[config.mk]
export PLATFORM = sky130hd
export DESIGN_NAME = adventure_status
export DESIGN_NICKNAME = d
export VERILOG_FILES = /design/src/rtl/adventure_status.sv
export SDC_FILE = /design/constraint.sdc
export NUM_CORES = 1
export LEC_CHECK = 0
export BUFFER_PORTS_ARGS = -buffer_cell sky130_fd_sc_hd__buf_2
export CORE_MARGIN = 1
export CORE_UTILIZATION = 50
export CTS_BUF_LIST = sky130_fd_sc_hd__clkbuf_4 sky130_fd_sc_hd__clkbuf_8 sky130_fd_sc_hd__clkbuf_16
export DETAILED_ROUTE_END_ITERATION = 8
export PLACE_DENSITY_LB_ADDON = 0.08
export SLEW_MARGIN = 10
export SYNTH_ARGS = -nofsm -noshare
export SYNTH_HDL_FRONTEND = slang
export SYNTH_SLANG_ARGS = --single-unit
[constraint.sdc]
create_clock -name CLK -period 3.4 [get_ports CLK]
set_clock_uncertainty 0.05 [all_clocks]
set_input_delay 0 -clock CLK [delete_from_list [all_inputs] [get_ports CLK]]
set_output_delay 0 -clock CLK [all_outputs]
set_load 0.1 [all_outputs]
[src/rtl/adventure_status.sv]
// adventure_status: tracks the player's room sequence from the room-navigation
// stage, counts accepted room changes, records sword pickup and resolves the
// game into WON or LOST when the dragon room (DD) is entered.
// Optional feature: define ADV_MOVE_LIMIT_EN to add the move-limit loss rule
// (the player loses when move_count reaches MOVE_LIMIT).
//
// state | meaning
// ------+----------------------------------------------------------
// PLAY  | game in progress; room changes counted, sword can be taken
// WON   | entered DD holding the sword; terminal until Reset
// LOST  | entered DD without the sword (or hit move limit); terminal
module adventure_status #(
  parameter int unsigned MOVE_LIMIT = 32
) (
  input  logic       CLK,
  input  logic       Reset,
  input  logic [2:0] rooms,
  output logic       sword,
  output logic       win,
  output logic       dead,
  output logic       game_over,
  output logic       room_changed,
  output logic [7:0] move_count
);

  localparam logic [2:0] ROOM_CC  = 3'b000;
  localparam logic [2:0] ROOM_SSS = 3'b100;
  localparam logic [2:0] ROOM_DD  = 3'b110;
  localparam logic [7:0] COUNT_MAX = 8'hFF;

  // MOVE_LIMIT outside 1..255 cannot be reached by an 8-bit saturating count
  if (MOVE_LIMIT < 1 || MOVE_LIMIT > 255) begin : g_bad_move_limit
    $error("adventure_status: MOVE_LIMIT must be in 1..255");
  end

  typedef enum logic [1:0] {
    PLAY = 2'd0,
    WON  = 2'd1,
    LOST = 2'd2
  } state_t;

  state_t     state_q, state_d;
  logic [2:0] prev_room_q, prev_room_d;
  logic       sword_q, sword_d;
  logic       room_changed_q, room_changed_d;
  logic [7:0] move_count_q, move_count_d;
  logic       win_q, win_d;
  logic       dead_q, dead_d;
  logic       game_over_q, game_over_d;
  logic       change;

  // Next-state and next-output computation; terminal states hold everything
  always_comb begin
    state_d        = state_q;
    prev_room_d    = prev_room_q;
    sword_d        = sword_q;
    room_changed_d = 1'b0;
    move_count_d   = move_count_q;
    change         = 1'b0;

    if (state_q == PLAY) begin
      change         = (rooms != prev_room_q);
      room_changed_d = change;
      prev_room_d    = rooms;
      if (change && (move_count_q != COUNT_MAX)) begin
        move_count_d = move_count_q + 8'd1;
      end
      if (rooms == ROOM_SSS) begin
        sword_d = 1'b1;
      end
      // Entering DD resolves the game on the sword already held; win wins ties
      if (rooms == ROOM_DD) begin
        state_d = sword_q ? WON : LOST;
      end
`ifdef ADV_MOVE_LIMIT_EN
      else if (change && (move_count_d == 8'(MOVE_LIMIT))) begin
        state_d = LOST;
      end
`endif
    end

    win_d       = (state_d == WON);
    dead_d      = (state_d == LOST);
    game_over_d = win_d | dead_d;
  end

  // State and output registers with synchronous reset
  always_ff @(posedge CLK) begin
    if (Reset) begin
      state_q        <= PLAY;
      prev_room_q    <= ROOM_CC;
      sword_q        <= 1'b0;
      room_changed_q <= 1'b0;
      move_count_q   <= 8'd0;
      win_q          <= 1'b0;
      dead_q         <= 1'b0;
      game_over_q    <= 1'b0;
    end else begin
      state_q        <= state_d;
      prev_room_q    <= prev_room_d;
      sword_q        <= sword_d;
      room_changed_q <= room_changed_d;
      move_count_q   <= move_count_d;
      win_q          <= win_d;
      dead_q         <= dead_d;
      game_over_q    <= game_over_d;
    end
  end

  assign sword        = sword_q;
  assign win          = win_q;
  assign dead         = dead_q;
  assign game_over    = game_over_q;
  assign room_changed = room_changed_q;
  assign move_count   = move_count_q;

endmodule

==> impl_summary.log <==
INFO  metric cts_max_level = 1
INFO  metric grt_pass1_wl = 2.44 mm
INFO  metric yosys_warnings = 0
INFO  metric static-leakage-power = around 0.4 nW
INFO  metric synth_fp_nets = between 90 and 100
INFO  metric drive_gt1_share = 22.0%
INFO  metric cts.root.buffer_cell = sky130_fd_sc_hd__clkbuf_4
INFO  metric net-switching-power = approximately 0.00016 W
INFO  metric grt_start_max_net_pins = 21
INFO  metric grt_remaining_overflow = 0
INFO  metric ys_types = 27
INFO  metric clock_path_buffers = 2
INFO  metric tritoncts.num_buffers = 3
INFO  metric place.gp.congestion = 0.728
INFO  metric die_h = a little over 40 microns
INFO  metric worstPathCellList = dlygate4sd3_1 -> buf_2 -> xor2_1 -> o31ai_2 -> nor4_1 -> mux2_2
INFO  metric unrepaired_setup_endpoints_after_global_routing = no
INFO  metric vias_per_cell = roughly 5.4
INFO  metric netSwitchingFraction = 34.2%
INFO  metric critPathRequiredTime = 3540 ps
INFO  metric irDropWorstVdd = 0.359 mV
INFO  metric syn_to_final_growth = 19.8%
INFO  metric routed.top_layer = met3
INFO  metric post_cts_buffers = 0
INFO  metric drtPass1Iterations = 5
INFO  metric setup_slack = 1560 ps
INFO  metric detail_route.drc_violations = 0
INFO  metric number_of_instances_in_the_synthesized_netlist = between 80 and 90
INFO  metric p_int = between 0.0003 and 0.0004 W
INFO  metric worstSetupStartpointType = primary input
INFO  metric met2_wl_post_dr = 720 microns
INFO  metric dieArea = 0.00173 sq mm
INFO  metric hpwlAfterDp = 973 microns
INFO  metric timing_worst_setup_path_type = primary input to flip-flop
INFO  metric final_count_of_negative_setup_slack_endpoints = 0
INFO  metric track_usage = 17.9%
INFO  metric fillers = 111
INFO  metric first_iter_violations = 8
INFO  metric worst-path-max-fanout = 15
INFO  metric timing.slew.headroom = 47.1%
INFO  metric worst_path_max_delay_cell = sky130_fd_sc_hd__o31ai_2
INFO  metric tightest_slew = about 790 ps
INFO  metric met3WireLength = 31 microns
INFO  metric finalHoldWorstSlack = 29.5 ps
INFO  metric final_hold_viol_count = 0
INFO  metric num_io_pins = 18
INFO  metric post-place-ws = about 1600 ps
INFO  metric hold_class = primary input to flip-flop
INFO  metric wl = around 1.4 mm
INFO  metric run_status = complete, no violations
INFO  metric slew_viol_final = 0
INFO  metric final_design_area_no_fill = 937 sq um
INFO  metric crit_path_end_kind = flip-flop
INFO  metric drv_cap = 0
INFO  metric dr_total_vias = 675
INFO  metric fin_setup_tns = 0 ps
INFO  metric antenna_cells = 0
INFO  metric fp.coreArea = between 0.001 and 0.0015 sq mm
INFO  metric critical_path.max_stage_delay = 710 ps
INFO  metric avgRoutedWirePerCell = roughly 11 microns
INFO  metric tritoncts_num_sinks = 18
INFO  metric p_per_area = 507 mW/mm^2
INFO  metric post-route-period-util = 54.2%
INFO  metric synthesis.area = 782 sq um
INFO  metric time_the_worst_path_needs_with_i_o_delays_and_setup = 1840 ps
INFO  metric max_freq = 543 MHz
INFO  metric synth_seq_area_share = ~46%
INFO  metric layout.nets = 117
INFO  metric power.sequential.fraction = 48.9%
INFO  metric first_global_vias = 581
INFO  metric power.clock.fraction = roughly 27%
INFO  metric start_util = a little under three fifths
INFO  metric tritoncts = yes
INFO  metric comb_power_share = roughly a quarter
INFO  metric wirelength_met1 = 638 microns
INFO  metric detailed_place.area = 871 sq um
INFO  metric total_power_of_the_final_layout = 0.000475 W
INFO  metric count_of_buffers_inserted_at_the_top_level_ports = 17
INFO  metric synth.ff_latch_count = 18
INFO  metric timing.critical_path.arrival = 1980 ps
INFO  metric antenna_violations_before_repair = 0
INFO  metric synth_area_per_cell = 8.89 sq um
INFO  metric die_width = 41.5 microns
INFO  metric std_cell_rows = 13
INFO  metric detail-route-antenna-nets = 0
INFO  metric clk_pin_slew = 100 ps
INFO  metric insertion_delay = approximately 290 ps
[power by group through the flow]
stage	clock [W]	combinational [W]	sequential, W
global route	0.000142	0.000121	0.000234
CTS	0.000135	0.000115	0.000232
finish	0.000129	0.000114	0.000232
global placement	0	0.000111	0.000236
detailed placement	0	0.000112	0.000237
floorplan	0	0.0000352	0.000297
[state kept, by name (all words and copies together), names as in the netlist]
signal / cells
state_q: 2
game_over: 1
room_changed: 1
prev_room_q: 3
sword: 1
move_count: 8
dead: 1
win: 1
[Yosys cell counts]
master	n	area, sq um
sky130_fd_sc_hd__o41ai_1	2	17.5
sky130_fd_sc_hd__nand2b_1	2	12.5
sky130_fd_sc_hd__clkbuf_1	2	7.51
sky130_fd_sc_hd__nor3_1	1	5.00
sky130_fd_sc_hd__a31oi_1	2	12.5
sky130_fd_sc_hd__nor2_1	9	33.8
sky130_fd_sc_hd__nand3_1	3	15.0
sky130_fd_sc_hd__nand4_1	1	6.26
sky130_fd_sc_hd__o31ai_1	3	22.5
sky130_fd_sc_hd__or4_1	4	30.0
sky130_fd_sc_hd__a41oi_1	1	8.76
sky130_fd_sc_hd__inv_1	4	15.0
sky130_fd_sc_hd__mux2i_1	1	10.0
sky130_fd_sc_hd__a21oi_1	9	45.0
sky130_fd_sc_hd__xor2_1	3	26.3
sky130_fd_sc_hd__mux2_2	1	11.3
sky130_fd_sc_hd__nor4_1	1	6.26
sky130_fd_sc_hd__buf_4	1	7.51
sky130_fd_sc_hd__or3_1	2	12.5
sky130_fd_sc_hd__nor2_4	1	11.3
sky130_fd_sc_hd__o21ai_0	4	20.0
sky130_fd_sc_hd__nor2b_1	3	18.8
sky130_fd_sc_hd__ha_1	2	25.0
sky130_fd_sc_hd__dfxtp_1	18	360
sky130_fd_sc_hd__and2_1	1	6.26
sky130_fd_sc_hd__o31ai_2	1	12.5
sky130_fd_sc_hd__nand2_1	6	22.5
[cells in the final DEF (no fill, tap or decap), types with 2 or more instances in the layout]
master | netlist | routed
sky130_fd_sc_hd__nor2_1 | 9 | 9
sky130_fd_sc_hd__dfxtp_1 | 18 | 18
sky130_fd_sc_hd__o41ai_1 | 2 | 2
sky130_fd_sc_hd__o21ai_0 | 4 | 4
sky130_fd_sc_hd__or3_1 | 2 | 2
sky130_fd_sc_hd__nor2b_1 | 3 | 3
sky130_fd_sc_hd__dlygate4sd3_1 | 0 | 3
sky130_fd_sc_hd__o31ai_1 | 3 | 3
sky130_fd_sc_hd__a21oi_1 | 9 | 9
sky130_fd_sc_hd__nand2b_1 | 2 | 2
sky130_fd_sc_hd__inv_1 | 4 | 4
sky130_fd_sc_hd__nand3_1 | 3 | 3
sky130_fd_sc_hd__clkbuf_4 | 0 | 3
sky130_fd_sc_hd__a31oi_1 | 2 | 2
sky130_fd_sc_hd__xor2_1 | 3 | 3
sky130_fd_sc_hd__ha_1 | 2 | 2
sky130_fd_sc_hd__nand2_1 | 6 | 6
sky130_fd_sc_hd__buf_2 | 0 | 17
sky130_fd_sc_hd__or4_1 | 4 | 4
[metal layers]
layer | vias to the layer above | track usage (%)
met2 | 11 | 29.1
li1 | 358 | -
met3 | 0 | 2.61
met5 | - | 0
met1 | 306 | 22.5
met4 | 0 | 10.3
[worst max-delay path: cells and delay by family]
family	cells	cell delay, ps
AO/OA/AOI/OAI	1	710
buffers and inverters	2	670
multiplexers	1	300
XOR/XNOR	1	170
AND/OR/NAND/NOR	1	130
[repair_timing]
item,in CTS,in global routing
resized for setup,0,0
endpoints found under the setup margin,0,0
hold endpoints to repair,4,0
hold buffers,3,0
[through the flow]
stage,util [%],instances
after floorplan,-,88
after global placement,63.0,117
after detailed placement,63.0,117
after CTS,67.8,124
after global routing,67.8,124
final,67.8,124
[cells by family after synthesis]
family	count (synthesis)	synth area share, %
AOI/OAI and AO/OA	22	17.8
xor gates and xnor gates	3	3.36
adders and majority gates	2	3.20
buffers and inverters	7	3.84
DFF	18	46.1
muxes	2	2.72
and+or+nand+nor	34	23.0
[worst paths after layout]
path         depth (start not counted)  slack [ps]            end      startpoint
max reg2reg                          4        1630  move_count[5]  prev_room_q[0]
max                                  6        1560  move_count[5]        rooms[0]
min reg2reg                          2         440  move_count[6]   move_count[6]
min                                  2          30          sword           Reset
[layout make-up]
class	count	area (sq um)	area share, %
Clock buffer	4	36.3	3.87
Inverter	4	15.0	1.60
Multi-Input combinational cell	63	392	41.8
Sequential cell	18	360	38.5
Tap cell	15	18.8	2.00
Timing Repair Buffer	20	115	12.3
Note: power is estimated with default switching activity, not from simulation.
